## src/rtl/fifo2audpwm_pkg.sv

```systemverilog
// Shared types and helpers for the FIFO-to-PWM audio path.
// FSM states, PCM midscale constant and offset-binary conversion.
package audio_pkg;

  typedef enum logic [1:0] {
    IDLE,
    READ,
    WAIT,
    CAPTURE
  } aud_state_e;

  localparam logic [15:0] SAMPLE_MIDSCALE = 16'h0000;

  // Flipping the sign bit maps two's complement onto offset binary.
  function automatic logic [31:0] to_offset(
    input logic [31:0] s,
    input int unsigned w
  );
    return s ^ (32'd1 << (w - 1));
  endfunction

endpackage

```

## src/rtl/fifo2audpwm_if.sv

```systemverilog
// FIFO read port between the audio FIFO and its consumer.
// master = reader (drives fifo_rd_en), slave = FIFO.
interface fifo2audpwm_if #(
  parameter int FIFO_DATA_WIDTH = 32
);
  logic [FIFO_DATA_WIDTH-1:0] fifo_rd_data;
  logic                       fifo_empty;
  logic                       fifo_rd_en;

  modport master (
    input  fifo_rd_data,
    input  fifo_empty,
    output fifo_rd_en
  );

  modport slave (
    output fifo_rd_data,
    output fifo_empty,
    input  fifo_rd_en
  );
endinterface

```

## src/rtl/fifo2audpwm_dac.sv

```systemverilog
// PWM DAC: free-running counter, wrap-latched duty, registered output.
module audio_pwm_dac #(
  parameter int PWM_WIDTH = 8
) (
  input  logic                 clk,
  input  logic                 resetn,
  input  logic [PWM_WIDTH-1:0] duty,
  input  logic                 enable,
  output logic                 aud_pwm
);

  localparam logic [PWM_WIDTH-1:0] MID =
    PWM_WIDTH'(1) << (PWM_WIDTH - 1);

  logic [PWM_WIDTH-1:0] pwm_cnt;
  logic [PWM_WIDTH-1:0] duty_q;

  // duty_q only moves at the period boundary so no period is split.
  always_ff @(posedge clk or negedge resetn) begin
    if (!resetn) begin
      pwm_cnt <= '0;
      duty_q  <= MID;
      aud_pwm <= 1'b0;
    end else begin
      pwm_cnt <= pwm_cnt + 1'b1;
      if (&pwm_cnt) duty_q <= duty;
      aud_pwm <= enable && (pwm_cnt < duty_q);
    end
  end

endmodule

```

## src/rtl/fifo2audpwm.sv

```systemverilog
// Paced FIFO reader driving a mono PWM audio output.
// FIFO2AUDPWM_UNDERRUN_CNT_EN adds a saturating underrun_count port.
module fifo2audpwm
  import audio_pkg::*;
#(
  parameter int FIFO_DATA_WIDTH = 32,
  parameter int SAMPLE_WIDTH    = 16,
  parameter int SAMPLE_DIV      = 2268,
  parameter int FIFO_RD_LATENCY = 1,
  parameter int PWM_WIDTH       = 8
) (
  input  logic          clk,
  input  logic          resetn,
  input  logic          enable,
  fifo2audpwm_if.master fifo,
  output logic          aud_pwm,
  output logic          aud_sd,
  output logic          underrun
`ifdef FIFO2AUDPWM_UNDERRUN_CNT_EN
  ,
  output logic [15:0]   underrun_count
`endif
);

  localparam int DIV_W  = $clog2(SAMPLE_DIV);
  localparam int WCNT_W = $clog2(FIFO_RD_LATENCY + 1);
  localparam logic [DIV_W-1:0] DIV_LAST =
    DIV_W'(SAMPLE_DIV - 1);
  localparam logic [WCNT_W-1:0] WAIT_LAST =
    WCNT_W'(FIFO_RD_LATENCY - 2);

  logic [DIV_W-1:0]        div_cnt;
  logic                    tick;
  aud_state_e              state_q;
  aud_state_e              state_d;
  logic [WCNT_W-1:0]       wcnt_q;
  logic [WCNT_W-1:0]       wcnt_d;
  logic                    rd_en;
  logic                    cap;
  logic                    ur_evt;
  logic [SAMPLE_WIDTH-1:0] sample_q;
  logic [SAMPLE_WIDTH-1:0] u;
  logic [PWM_WIDTH-1:0]    duty;
  logic                    unused_bits;

  assign tick = enable && (div_cnt == DIV_LAST);

  always_ff @(posedge clk or negedge resetn) begin
    if (!resetn) begin
      div_cnt <= '0;
    end else if (!enable || tick) begin
      div_cnt <= '0;
    end else begin
      div_cnt <= div_cnt + 1'b1;
    end
  end

  always_ff @(posedge clk or negedge resetn) begin
    if (!resetn) begin
      state_q <= IDLE;
      wcnt_q  <= '0;
    end else begin
      state_q <= state_d;
      wcnt_q  <= wcnt_d;
    end
  end

  // A started read always runs to CAPTURE, even if enable drops.
  always_comb begin
    state_d = state_q;
    wcnt_d  = wcnt_q;
    rd_en   = 1'b0;
    cap     = 1'b0;
    ur_evt  = 1'b0;
    unique case (state_q)
      IDLE: begin
        if (tick) begin
          if (fifo.fifo_empty) ur_evt = 1'b1;
          else state_d = READ;
        end
      end
      READ: begin
        rd_en   = 1'b1;
        wcnt_d  = '0;
        state_d = (FIFO_RD_LATENCY > 1) ? WAIT : CAPTURE;
      end
      WAIT: begin
        if (wcnt_q == WAIT_LAST) state_d = CAPTURE;
        else wcnt_d = wcnt_q + 1'b1;
      end
      CAPTURE: begin
        cap     = 1'b1;
        state_d = IDLE;
      end
      default: state_d = IDLE;
    endcase
  end

  assign fifo.fifo_rd_en = rd_en;

  always_ff @(posedge clk or negedge resetn) begin
    if (!resetn) begin
      sample_q <= SAMPLE_WIDTH'(SAMPLE_MIDSCALE);
      underrun <= 1'b0;
      aud_sd   <= 1'b0;
    end else begin
      if (cap) sample_q <= fifo.fifo_rd_data[SAMPLE_WIDTH-1:0];
      underrun <= ur_evt;
      aud_sd   <= enable;
    end
  end

  assign u = SAMPLE_WIDTH'(to_offset(32'(sample_q), SAMPLE_WIDTH));
  assign duty = u[SAMPLE_WIDTH-1 -: PWM_WIDTH];

  assign unused_bits = ^{
    u[SAMPLE_WIDTH-PWM_WIDTH-1:0],
    fifo.fifo_rd_data[FIFO_DATA_WIDTH-1:SAMPLE_WIDTH]
  };

`ifdef FIFO2AUDPWM_UNDERRUN_CNT_EN
  logic [15:0] ucnt_q;

  always_ff @(posedge clk or negedge resetn) begin
    if (!resetn) begin
      ucnt_q <= '0;
    end else if (ur_evt && (ucnt_q != 16'hFFFF)) begin
      ucnt_q <= ucnt_q + 16'd1;
    end
  end

  assign underrun_count = ucnt_q;
`endif

  audio_pwm_dac #(
    .PWM_WIDTH(PWM_WIDTH)
  ) u_dac (
    .clk    (clk),
    .resetn (resetn),
    .duty   (duty),
    .enable (enable),
    .aud_pwm(aud_pwm)
  );

endmodule

```

## src/flat_wrapper.sv

```systemverilog
// flat-port wrapper written by rule: the top's interface ports become plain ports
module fifo2audpwm_flat import audio_pkg::*;
#(
  parameter int FIFO_DATA_WIDTH = 32,
  parameter int SAMPLE_WIDTH    = 16,
  parameter int SAMPLE_DIV      = 2268,
  parameter int FIFO_RD_LATENCY = 1,
  parameter int PWM_WIDTH       = 8
)
  (clk, resetn, enable, aud_pwm, aud_sd, underrun, fifo_fifo_rd_data, fifo_fifo_empty, fifo_fifo_rd_en);
  fifo2audpwm_if #(.FIFO_DATA_WIDTH(FIFO_DATA_WIDTH)) fifo_i ();
  input  logic clk;
  input  logic resetn;
  input  logic enable;
  output logic aud_pwm;
  output logic aud_sd;
  output logic underrun;
  input wire logic [$bits(fifo_i.fifo_rd_data)-1:0] fifo_fifo_rd_data;
  input wire logic [$bits(fifo_i.fifo_empty)-1:0] fifo_fifo_empty;
  output wire logic [$bits(fifo_i.fifo_rd_en)-1:0] fifo_fifo_rd_en;
  assign fifo_i.fifo_rd_data = fifo_fifo_rd_data;
  assign fifo_i.fifo_empty = fifo_fifo_empty;
  assign fifo_fifo_rd_en = fifo_i.fifo_rd_en;
  fifo2audpwm #(.FIFO_DATA_WIDTH(FIFO_DATA_WIDTH), .SAMPLE_WIDTH(SAMPLE_WIDTH), .SAMPLE_DIV(SAMPLE_DIV), .FIFO_RD_LATENCY(FIFO_RD_LATENCY), .PWM_WIDTH(PWM_WIDTH)) u_core (.clk(clk), .resetn(resetn), .enable(enable), .fifo(fifo_i), .aud_pwm(aud_pwm), .aud_sd(aud_sd), .underrun(underrun));
endmodule
```

## config.mk

```make
export PLATFORM = sky130hd
export DESIGN_NAME = fifo2audpwm_flat
export DESIGN_NICKNAME = d
export VERILOG_FILES = /design/src/rtl/fifo2audpwm_pkg.sv /design/src/rtl/fifo2audpwm_if.sv /design/src/rtl/fifo2audpwm_dac.sv /design/src/rtl/fifo2audpwm.sv /design/src/flat_wrapper.sv
export SDC_FILE = /design/constraint.sdc
export NUM_CORES = 1
export LEC_CHECK = 0
export ABC_AREA = 0
export BUFFER_PORTS_ARGS = -buffer_cell sky130_fd_sc_hd__buf_2
export CORE_ASPECT_RATIO = 1.4
export CORE_UTILIZATION = 35
export DETAILED_ROUTE_END_ITERATION = 8
export GPL_TIMING_DRIVEN = 0
export PLACE_DENSITY = 0.51
export SKIP_LAST_GASP = 1
export SLEW_MARGIN = 15
export SYNTH_ARGS = -nofsm -noshare
export SYNTH_HDL_FRONTEND = slang
export SYNTH_SLANG_ARGS = --single-unit
```

## constraint.sdc

```tcl
create_clock -name clk -period 1.95 [get_ports clk]
set_input_delay 0.195 -clock clk [delete_from_list [all_inputs] [get_ports clk]]
set_output_delay 0.195 -clock clk [all_outputs]
set_load 0.01 [all_outputs]
```

## After elaboration in Yosys (flattened, before gate mapping)

Cells that the tools add are included.

- $add $sub $neg: 3
- Order comparisons: 1
- Equality and inequality tests: 7
- Mux-type cells: 12
- Bitwise gates (word level): 1
- Reduce and logical (&&, ||, !) cells: 8

Operator list:

| kind | count |
|---|---|
| 12-bit by 1-bit adder with 12-bit output (second input constant) | 1 |
| 12-bit == test (second input constant) | 1 |
| 12-bit 2-to-1 mux | 1 |
| 8-bit by 1-bit adder with 8-bit output (second input constant) | 1 |
| 8-bit less-than comparator | 1 |
| 2-bit case mux with 4 select lines | 1 |
| 8-bit AND reduction | 1 |
| 1-bit 2-to-1 mux | 6 |
| 2-bit 2-to-1 mux | 3 |
| 2-bit == test (second input constant) | 2 |
| 2-bit by 1-bit inequality test with 1-bit output (second input constant) | 2 |
| 3-bit AND reduction | 1 |
| 2-bit by 1-bit == test with 1-bit output (second input constant) | 1 |
| 1-bit logical AND | 2 |
| 2-bit zero test | 1 |
| 2-bit inequality test (second input constant) | 1 |
| 1-bit case mux with 2 select lines | 1 |
| 2-bit nonzero test | 1 |
| 1-bit adder (second input constant) | 1 |
| 1-bit zero test | 1 |
| 1-bit logical OR | 1 |
| 1-bit NOT | 1 |

- Flip-flop bits (word level): 50
- Output and inout bits: 4
- Word-level logic and storage cells: 41

## Depth between registers and ports, before layout

Gate-level depths: netlist of the first run.

- Depth after elaboration: 4
- Depth in mapped cells: 6
- Depth with buffers taken out: 6

## Cells and area by module

From an unflattened synthesis of the first run, not the netlist that was laid out.

- Cell total of the unflattened synthesis: 163
- Area total of the unflattened synthesis: 1960.6 sq um

By module, submodules not included:

| module | instances | cells each | area an instance (sq um) |
|---|---|---|---|
| fifo2audpwm | 1 | 97 | 1139.8 |
| audio_pwm_dac | 1 | 66 | 820.8 |

## Least setup slack after synthesis of the first run

OpenSTA, ideal clock, no wires.

- Kind: register to register
- Start: register u_core.u_dac.pwm_cnt[0]
- End: register u_core.u_dac.duty_q[0]
- Arrival: 1427 ps
- Required time: 1825 ps
- Slack: 398 ps
- Cell stages (with the launch flop): 7
- Buffers on the path: 1
- Cell sequence: dfrtp_1 -> ha_1 -> nand3_1 -> nor2_1 -> and3_1 -> buf_4 -> mux2_2

- Cells in the longest elaborated chain, start to end: 1

RTL lines:

| element | line | RTL |
|---|---|---|
| start: declaration | fifo2audpwm_dac.sv:15 | `logic [PWM_WIDTH-1:0] pwm_cnt;` |
| start signal: assignment | fifo2audpwm_dac.sv:25 | `pwm_cnt <= pwm_cnt + 1'b1;` |
| 8-bit AND reduction | fifo2audpwm_dac.sv:26 | `if (&pwm_cnt) duty_q <= duty;` |
| end signal: assignment | fifo2audpwm_dac.sv:26 |  |
| end: declaration | fifo2audpwm_dac.sv:16 | `logic [PWM_WIDTH-1:0] duty_q;` |

No other way between the ends.
A chain may end at the register's enable or synchronous reset.

## Worst setup path after layout of the first run

- Start: register u_core.u_dac.pwm_cnt[0]
- End: register u_core.u_dac.duty_q[6]

The elaborated chain is that of the path after synthesis.

==> flow_summary.yaml, run 1 <==
place:
  dp_hpwl_um: 2480
  finalWeightedCongestion: 0.772
  io_buffers: 15
global_route:
  grt_usage: 0.134
  grt_pass1_vias: 1302
  overflow: 0
  antenna_found_initial: 0
  grt_pass1_wl_um: 5950
  grt_max_degree: 43
final_layout:
  areaGrowthSynthToFinish_pct: 13.9
  drive_above_1_share: 0.230
  final_core_util: 0.419
  antenna_cells: 0
  seqCellArea_mm2: 0.00105
  fill_cells: 523
  mostFrequentLayoutCells: "41 x dfrtp_1, 16 x buf_2, 15 x mux2_2"
  final_common_cell: "dfrtp_1"
  multiInputGateArea_um2: 813
  layout.nets: 231
clocking:
  clk_latency_ns: 0.29
  htree_num_levels: 2
  post_cts_buffers: 0
  clk_pin_slew_ns: 0.08
  cts_buffers: 5
  tritoncts: "done"
  clock_path_buffers: 2
  clockRootBuffer: "clkbuf_8"
  ctsHoldBuffers: 0
  cts.sinks: 42
  post_cts_resized: 0
run_status:
  outcome: "finished, final reports clean"
sta:
  finClkSkew_ns: 0.00982
  finalMaxSlewViolations: 0
  worstMarginPinSlew_ns: 0.934
  max_slew_margin: 0.377
  finalSetupViolCount: 0
  tns_ns: 0
  fmax_mhz: 581
  fin_crit_sh: 0.882
  hold_viol: 0
  period_needed_ns: 1.72
  rsz0062_at_grt: "false"
setup_path:
  required_ns: 2.13
  crit_path_end_kind: "register"
  worstPathArrival_ns: 1.90
  worst-setup-path-type: "register to register"
  crit_path_start_kind: "register"
  path_max_fanout: 8
synthesis:
  synth_fp_nets: 209
  syn_area_mm2: 0.00193
  seq_area_frac_synth: 0.546
  synthTopCellsByArea: "dfrtp_1 53%, mux2_2 8.8%, ha_1 8.4%"
  synth_top_family_by_area: "simple AND/OR/NAND/NOR gates"
  synth_xor_area_frac: 0.0727
  avgSynthCellArea_um2: 12.0
  synth_cell_types: 29
  synth_compound_area_frac: 0.0221
  netlist.area_leader.share: 0.532
  syn_inst: 160
  yosys.area_share.adder: 0.0844
  synth.area.mux_share: 0.106
  ys_ff_latch: 42
  ys_warn_count: 0
  synth_top_area_cell: "dfrtp_1"
  yosys.area_share.simple: 0.137
min_path:
  min_path_type: "input port to asynchronous set/reset pin"
floorplan:
  coreArea_mm2: 0.00524
  io_pins: 40
  die_y_um: 89.8
  die_w_um: 64.7
  start_util: 0.368
  row_count: 31
  die-area_mm2: 0.00581
detailed_routing:
  drc_errors: 0
  vias_per_cell: 4.91
  dr.pass1.iters: 4
  vias: 1222
  ant_nets: 0
  wl_um: 3320
  drt_iter0_drc: 46
  routedWlPerCell_um: 13.3
power_and_ir_drop:
  power_leakage_uw: 0.00106
  max-vdd-ir-drop_mv: 0.347
  powerDensity_mw_per_mm2: 741
job:
  cap_violations: 0
[path summary, 6_finish.rpt]
path	cells after the start	startpoint	endpoint	slack, ns
min in group clk	1	enable	u_core.aud_sd	0.09
hold / removal	1	resetn	u_core.div_cnt[3]	0.05
setup / recovery	6	u_core.u_dac.pwm_cnt[0]	u_core.u_dac.duty_q[6]	0.23
hold reg to reg	1	u_core.sample_q[15]	u_core.u_dac.duty_q[7]	0.44
setup reg to reg	6	u_core.u_dac.pwm_cnt[0]	u_core.u_dac.duty_q[6]	0.23
max in group asynchronous	1	resetn	u_core.div_cnt[10]	1.32
[kinds of logic after synthesis]
logic type | after synthesis
AOI/OAI and AO/OA | 7
xor gates and xnor gates | 16
adders and majority gates | 13
buffers and inverters | 15
DFF | 42
muxes | 18
and+or+nand+nor | 49
[critical path, stage by stage, from the launching register on]
cell     delay (ns)
dfrtp_1        0.42
ha_1           0.20
nand3_1        0.12
nor2_1         0.18
and3_1         0.17
buf_4          0.17
mux2_2         0.35
[layer usage]
| layer | GRT usage | up-vias | share of wire |
|---|---|---|---|
| met5 | 0 | - | 0 |
| met4 | 0.0444 | 0 | 0.0078 |
| met3 | 0.0381 | 2 | 0.029 |
| met2 | 0.242 | 22 | 0.55 |
| met1 | 0.145 | 612 | 0.41 |
| li1 | - | 586 | - |
[cell type report]
| class | instances | area share |
|---|---|---|
| clock buffer | 6 | 0.0331 |
| sequential | 42 | 0.479 |
| tap | 66 | 0.0376 |
| clock inverter | 2 | 0.0171 |
| timing repair buffer | 15 | 0.0342 |
| buffer | 4 | 0.00912 |
| inverter | 11 | 0.0188 |
| multi-input combinational | 103 | 0.371 |
[synthesized netlist by cell type, drive strengths merged]
library cell	number
nand3	8
nor2	13
and3	4
clkbuf	2
nor3b	1
dfrtp	41
dfstp	1
nor2b	1
a22o	1
a21o	1
xnor2	5
xor2	11
buf	2
nand4b	1
mux2i	2
nand2	9
nor4b	1
inv	11
a31oi	1
o21ai	2
and2	1
nand4	5
and4	4
ha	13
mux2	16
a21oi	2
nand2b	1
[per-stage QoR]
| step | hold slack (ns) | worst slack, ns | power [uW] | cell area (um2) | cells |
|---|---|---|---|---|---|
| finish | 0.0456 | 0.229 | 1630 | 2190 | 249 |
| global route | 0.0757 | 0.0656 | 1700 | 2190 | 249 |
| global placement | 0.382 | 0.232 | 966 | 2080 | 241 |
| floorplan | -0.101 | 0.398 | 931 | 1930 | 160 |
| detailed placement | 0.387 | 0.186 | 970 | 2080 | 241 |
| CTS | 0.0688 | 0.185 | 1670 | 2190 | 249 |
[power breakdown]
group          leakage [uW]  internal, uW  switching [uW]
Clock             0.0000514           382             295
Sequential         0.000545           885            9.07
Combinational      0.000462          21.9            34.3
[registers in the layout (all words and copies together), names as in the netlist]
| register | count |
|---|---|
| u_core.aud_sd | 1 |
| u_core.div_cnt | 12 |
| u_core.sample_q | 8 |
| u_core.state_q | 2 |
| u_core.u_dac.aud_pwm | 1 |
| u_core.u_dac.duty_q | 8 |
| u_core.u_dac.pwm_cnt | 8 |
| u_core.underrun | 1 |
| u_core.wcnt_q | 1 |
Note: power is estimated with default switching activity, not from simulation.
==> inputs of run 2 (changes only) <==
Settings changed: ABC_CLOCK_PERIOD_IN_PS set to 1950, SYNTH_HIERARCHICAL set to 1.
==> run 2 against run 1 <==
Die area is 1.7% higher. Critical path depth decreased by 2. Register-to-register slack is essentially flat. Non-clock buffer count shrank 1. Worst setup slack worse by 0.0074 ns. Sequential power about the same. Final cell count is 1.2% higher. Clock-buffer cell count grew 1. Hold slack lost 0.0060 ns. Sequential share of layout area decreased by 0.65 points. Synthesized area is 1.8% higher. Critical endpoint is now u_core/u_dac/duty_q[4]. Critical path type unchanged.
==> flow_summary.yaml, run 2 <==
run_status:
  outcome: "finished, final reports clean"
clocking:
  post_cts_resized: 0
  ctsHoldBuffers: 0
  clk_latency_ns: 0.29
  cts.sinks: 42
  cts_buffers: 5
  tritoncts: "done"
  clockRootBuffer: "clkbuf_8"
  clock_path_buffers: 2
  post_cts_buffers: 0
  clk_pin_slew_ns: 0.08
  htree_num_levels: 2
synthesis:
  ys_warn_count: 6
  ys_ff_latch: 42
  yosys_most_used_dff: "dfrtp_1"
  synth_cell_types: 32
  synth_fp_nets: 212
  async_flop_share: 1.00
  synthTopCellsByArea: "dfrtp_1 52%, mux2_2 8.6%, ha_1 8.3%"
  synthTopCellsByCount: "41 x dfrtp_1, 15 x inv_1, 15 x mux2_2, 15 x nor2_1, 13 x ha_1"
  post-synth-top-count-cell: "dfrtp_1"
  avgSynthCellArea_um2: 12.0
  syn_inst: 163
  seq_area_frac_synth: 0.537
  synth_edf_count: 0
  netlist.area_leader.share: 0.523
  synth_top_area_cell: "dfrtp_1"
  syn_area_mm2: 0.00196
global_route:
  grt_pass1_wl_um: 5870
  grt_usage: 0.131
  grt_max_degree: 43
  antenna_found_initial: 0
  overflow: 0
  grt_pass1_vias: 1278
place:
  io_buffers: 15
  finalWeightedCongestion: 0.781
  dp_hpwl_um: 2380
  place_area_mm2: 0.00212
  placed_cells: 244
detailed_routing:
  ant_nets: 0
  routedWlPerCell_um: 13.0
  vias: 1213
  drc_errors: 0
  wl_um: 3280
  drt_iter0_drc: 42
  dr.pass1.iters: 4
  vias_per_cell: 4.81
final_layout:
  layoutNonFillerInstCount: 252
  fin_area_mm2: 0.00222
  largest_reg_flops: 12
  seqCellArea_mm2: 0.00105
  layout.nets: 234
  areaGrowthSynthToFinish_pct: 13.5
  mostFrequentLayoutCells: "41 x dfrtp_1, 17 x buf_2, 15 x inv_1, 15 x nor2_1, 15 x mux2_2"
  final_common_cell: "dfrtp_1"
  fill_cells: 541
  multiInputGateArea_um2: 838
  max_flop_register: "u_core/div_cnt"
  antenna_cells: 0
  drive_above_1_share: 0.237
sta:
  max_slew_margin: 0.389
  finalMaxSlewViolations: 0
  tns_ns: 0
  worstMarginPinSlew_ns: 0.916
  finalSetupViolCount: 0
  rsz0062_at_grt: "false"
  hold_viol: 0
  finClkSkew_ns: 0.00999
  fin_crit_sh: 0.886
  fmax_mhz: 579
  period_needed_ns: 1.73
floorplan:
  start_util: 0.372
  coreArea_mm2: 0.00528
  row_count: 31
  die_w_um: 65.3
  die_y_um: 90.6
  die-area_mm2: 0.00591
  io_pins: 40
setup_path:
  reg2reg_depth: 4
  required_ns: 2.13
  worstPathArrival_ns: 1.90
  r2r_slack_ns: 0.22
  crit_path_end_kind: "register"
  max_stage_delay_ns: 0.41
  crit_chain: "ha_1 -> nand3_1 -> nor3_4 -> mux2_2"
  worst-setup-path-type: "register to register"
  cpMaxStageDelayCell: "dfrtp_1"
  path_max_fanout: 8
  crit_path_start_kind: "register"
  r2r_start: "u_core/u_dac/pwm_cnt[0]"
  worstReg2RegEnd: "u_core/u_dac/duty_q[4]"
min_path:
  min_path_type: "input port to asynchronous set/reset pin"
power_and_ir_drop:
  p_clk_frac: 0.412
  max-vdd-ir-drop_mv: 0.381
  switching_share: 0.199
  power.share.sequential: 0.555
  comb_power_share: 0.034
  powerDensity_mw_per_mm2: 724
  power_leakage_uw: 0.00108
  netSwitchingPower_uw: 320
  intPower_uw: 1290
job:
  cap_violations: 0
==> run 2: cell types whose count changed after synthesis, sizes merged, moves of 2 or more <==
| cell | change |
|---|---|
| a21oi | -2 |
| and3 | -2 |
| and4 | -2 |
| inv | +4 |
| nand2 | -2 |
| nor2 | +2 |
==> run 2: cell families after synthesis <==
family                   after synthesis  synth area share
XOR/XNOR                              16            0.0715
AND/OR/NAND/NOR                       48             0.137
AO/OA/AOI/OAI                          9            0.0370
flip-flops                            42             0.537
buffers and inverters                 18            0.0357
adder cells (fa/ha/maj)               13            0.0830
multiplexers                          17            0.0989
==> run 2: metal layers <==
metal / up-vias / track usage / part of all wire
met5: - / 0 / 0
met4: 0 / 0.0525 / 0.019
met3: 5 / 0.0429 / 0.034
met2: 19 / 0.222 / 0.52
met1: 594 / 0.147 / 0.43
li1: 595 / - / -
==> run 2: through the flow <==
| step | setup WS (ns) | total power [uW] | utilization | hold WS (ns) |
|---|---|---|---|---|
| 3_3_place_gp | 0.224 | 964 | 0.402 | 0.372 |
| 2_1_floorplan | 0.354 | 930 | - | -0.101 |
| 5_1_grt | 0.0859 | 1690 | 0.422 | 0.0680 |
| 6_report | 0.222 | 1610 | 0.422 | 0.0396 |
| 4_1_cts | 0.171 | 1640 | 0.422 | 0.0712 |
| 3_5_place_dp | 0.171 | 967 | 0.402 | 0.382 |
==> run 2: worst max-delay path by stage <==
stage | endpoint | cells past startpoint | slack [ns] | start
floorplan | u_core/state_q[1] | 6 | 0.35 | u_core/state_q[0]
global placement | u_core/u_dac/duty_q[1] | 4 | 0.22 | u_core/u_dac/pwm_cnt[0]
detailed placement | u_core/u_dac/duty_q[4] | 4 | 0.17 | u_core/u_dac/pwm_cnt[0]
CTS | u_core/u_dac/duty_q[4] | 4 | 0.17 | u_core/u_dac/pwm_cnt[0]
global route | u_core/u_dac/duty_q[1] | 4 | 0.09 | u_core/u_dac/pwm_cnt[0]
finish | u_core/u_dac/duty_q[4] | 4 | 0.22 | u_core/u_dac/pwm_cnt[0]
==> run 2: power groups by stage <==
stage / clock network (uW) / registers (uW) / logic [uW]
final: 662 / 893 / 54.5
after CTS: 694 / 893 / 57.4
after detailed placement: 0 / 910 / 56.9
after global placement: 0 / 909 / 54.8
after global routing: 732 / 895 / 64.3
after floorplan: 0 / 909 / 21.3
==> run 2: layout make-up <==
class | instances | share of cell area
repair buffers | 15 | 0.0337
clock buffers | 7 | 0.0343
inverters | 15 | 0.0253
flip-flops and latches | 42 | 0.473
plain buffers | 3 | 0.00619
well taps | 66 | 0.0371
multi-input cells | 103 | 0.377
clock inverters | 1 | 0.0135
==> run 2: critical path: cells and delay by family (launching register included) <==
family        cells  cell delay (ns)
fa+ha+maj         1             0.22
flops             1             0.41
mux               1             0.40
simple gates      2             0.59
==> inputs of run 3 (changes only) <==
Settings changed: GPL_TIMING_DRIVEN 0 to 1.
==> run 3 against run 2 <==
Hold slack improved by 0.046 ns. Non-clock buffer count unchanged. Global-route usage decreased by 0.092 points. Worst setup slack improved by 0.012 ns. Combinational power increased by 7.3%. Fmax increased by 0.73%. Critical path type unchanged. Highest routed layer unchanged.
==> flow_summary.yaml, run 3 (synthesized netlist as in run 2, its figures left out) <==
clocking:
  cts.sinks: 42
  clockRootBuffer: "clkbuf_8"
  cts_buffers: 5
  clk_latency_ns: 0.29
  tritoncts: "done"
  clk_pin_slew_ns: 0.08
  clock_path_buffers: 2
  post_cts_resized: 0
  htree_num_levels: 2
final_layout:
  largest_reg_flops: 12
  max_flop_register: "u_core/div_cnt"
  antenna_cells: 0
  mostFrequentLayoutCells: "41 x dfrtp_1, 15 x buf_2, 15 x inv_1, 15 x nor2_1, 15 x mux2_2"
  final_common_cell: "dfrtp_1"
  seqCellArea_mm2: 0.00105
  fill_cells: 536
  drive_above_1_share: 0.242
  multiInputGateArea_um2: 838
  layout.nets: 234
  areaGrowthSynthToFinish_pct: 13.3
setup_path:
  worstPathArrival_ns: 1.89
  crit_path_start_kind: "register"
  path_max_fanout: 8
  worst-setup-path-type: "register to register"
  crit_path_end_kind: "register"
  required_ns: 2.13
global_route:
  grt_use_met2: 0.218
  grt_pass1_wl_um: 5850
  grt_max_degree: 19
  grt_pass1_vias: 1290
  overflow: 0
  use_met3: 0.0341
  grtUsageMet1: 0.150
  grt_usage: 0.130
  antenna_found_initial: 0
  busiest_layer: "met2"
power_and_ir_drop:
  max-vdd-ir-drop_mv: 0.354
  p_total_uw: 1520
  powerDensity_mw_per_mm2: 685
  power_leakage_uw: 0.00108
place:
  dp_hpwl_um: 2530
  io_buffers: 15
  finalWeightedCongestion: 0.718
floorplan:
  io_pins: 40
  die_w_um: 65.3
  die_y_um: 90.6
  row_count: 31
  start_util: 0.372
  coreArea_mm2: 0.00528
  die-area_mm2: 0.00591
sta:
  fmax_mhz: 583
  hold_viol: 0
  finClkSkew_ns: 0.00595
  rsz0062_at_grt: "false"
  tns_ns: 0
  finalMaxSlewViolations: 0
  fin_crit_sh: 0.880
  max_slew_margin: 0.711
  finalSetupViolCount: 0
  period_needed_ns: 1.72
  worstMarginPinSlew_ns: 0.433
detailed_routing:
  ant_nets: 0
  vias_per_cell: 4.86
  drt_iter0_drc: 61
  routedWlPerCell_um: 13.0
  wl_um: 3270
  dr.pass1.iters: 4
  drc_errors: 0
  vias: 1224
min_path:
  min_path_type: "input port to register"
run_status:
  outcome: "finished, final reports clean"
job:
  cap_violations: 0
## run 3: changes by cell type in the layout (fill, tap and decap cells not counted)
cell           delta
clkbuf_8          +1
buf_4             +2
bufinv_16         -1
buf_2             -2
clkbuf_1          -2
clkinv_2          +1
dlygate4sd3_1     +1
## run 3: critical path, cell delays in order (launching register included)
cell	delay [ns]
dfrtp_1	0.42
ha_1	0.21
nand3_1	0.20
nor3_4	0.39
mux2_2	0.39
## run 3: final cells by class
type                    instances  share of cell area
multi-input cells             103               0.377
clock inverters                 1             0.00225
repair buffers                 18              0.0451
inverters                      15              0.0254
clock buffers                   7              0.0389
well taps                      66              0.0372
flip-flops and latches         42               0.474
## run 3: per-layer routing
layer | share of wire | wire [um] | vias to the layer above
met2 | 0.54 | 1750 | 20
met5 | 0 | 0 | -
met1 | 0.41 | 1360 | 601
met3 | 0.029 | 96 | 8
li1 | - | - | 595
met4 | 0.021 | 69 | 0
## run 3: timing repair
item / 4_1_cts / 5_1_grt
setup buffers: 0 / 0
hold buffers: 1 / 0
hold endpoints to repair: 9 / 0
## run 3: worst paths after layout
path | startpoint | end | slack (ns) | depth (start not counted)
setup / recovery | u_core/u_dac/pwm_cnt[0] | u_core/u_dac/duty_q[4] | 0.23 | 4
hold / removal | enable | u_core/aud_sd | 0.09 | 1
setup reg to reg | u_core/u_dac/pwm_cnt[0] | u_core/u_dac/duty_q[4] | 0.23 | 4
hold reg to reg | u_core/div_cnt[0] | u_core/div_cnt[0] | 0.45 | 1
max in group asynchronous | resetn | u_core/u_dac/duty_q[7] | 1.13 | 3
min in group asynchronous | resetn | u_core/u_dac/pwm_cnt[5] | 0.28 | 2
## run 3: stage by stage
step	hold WS [ns]	cells	cell area (um2)	utilization	setup slack [ns]
finish	0.0852	252	2220	0.421	0.234
global route	0.0689	252	2220	0.421	0.119
CTS	0.0698	252	2220	0.421	0.192
detailed placement	0.0757	243	2120	0.402	0.199
global placement	0.0666	243	2120	0.402	0.230
floorplan	-0.101	163	1960	-	0.354
## run 3: where the power goes
group	leakage [uW]	internal (uW)	switching (uW)
logic	0.000484	24.5	33.9
clock network	0.0000482	286	284
registers	0.000545	885	8.35
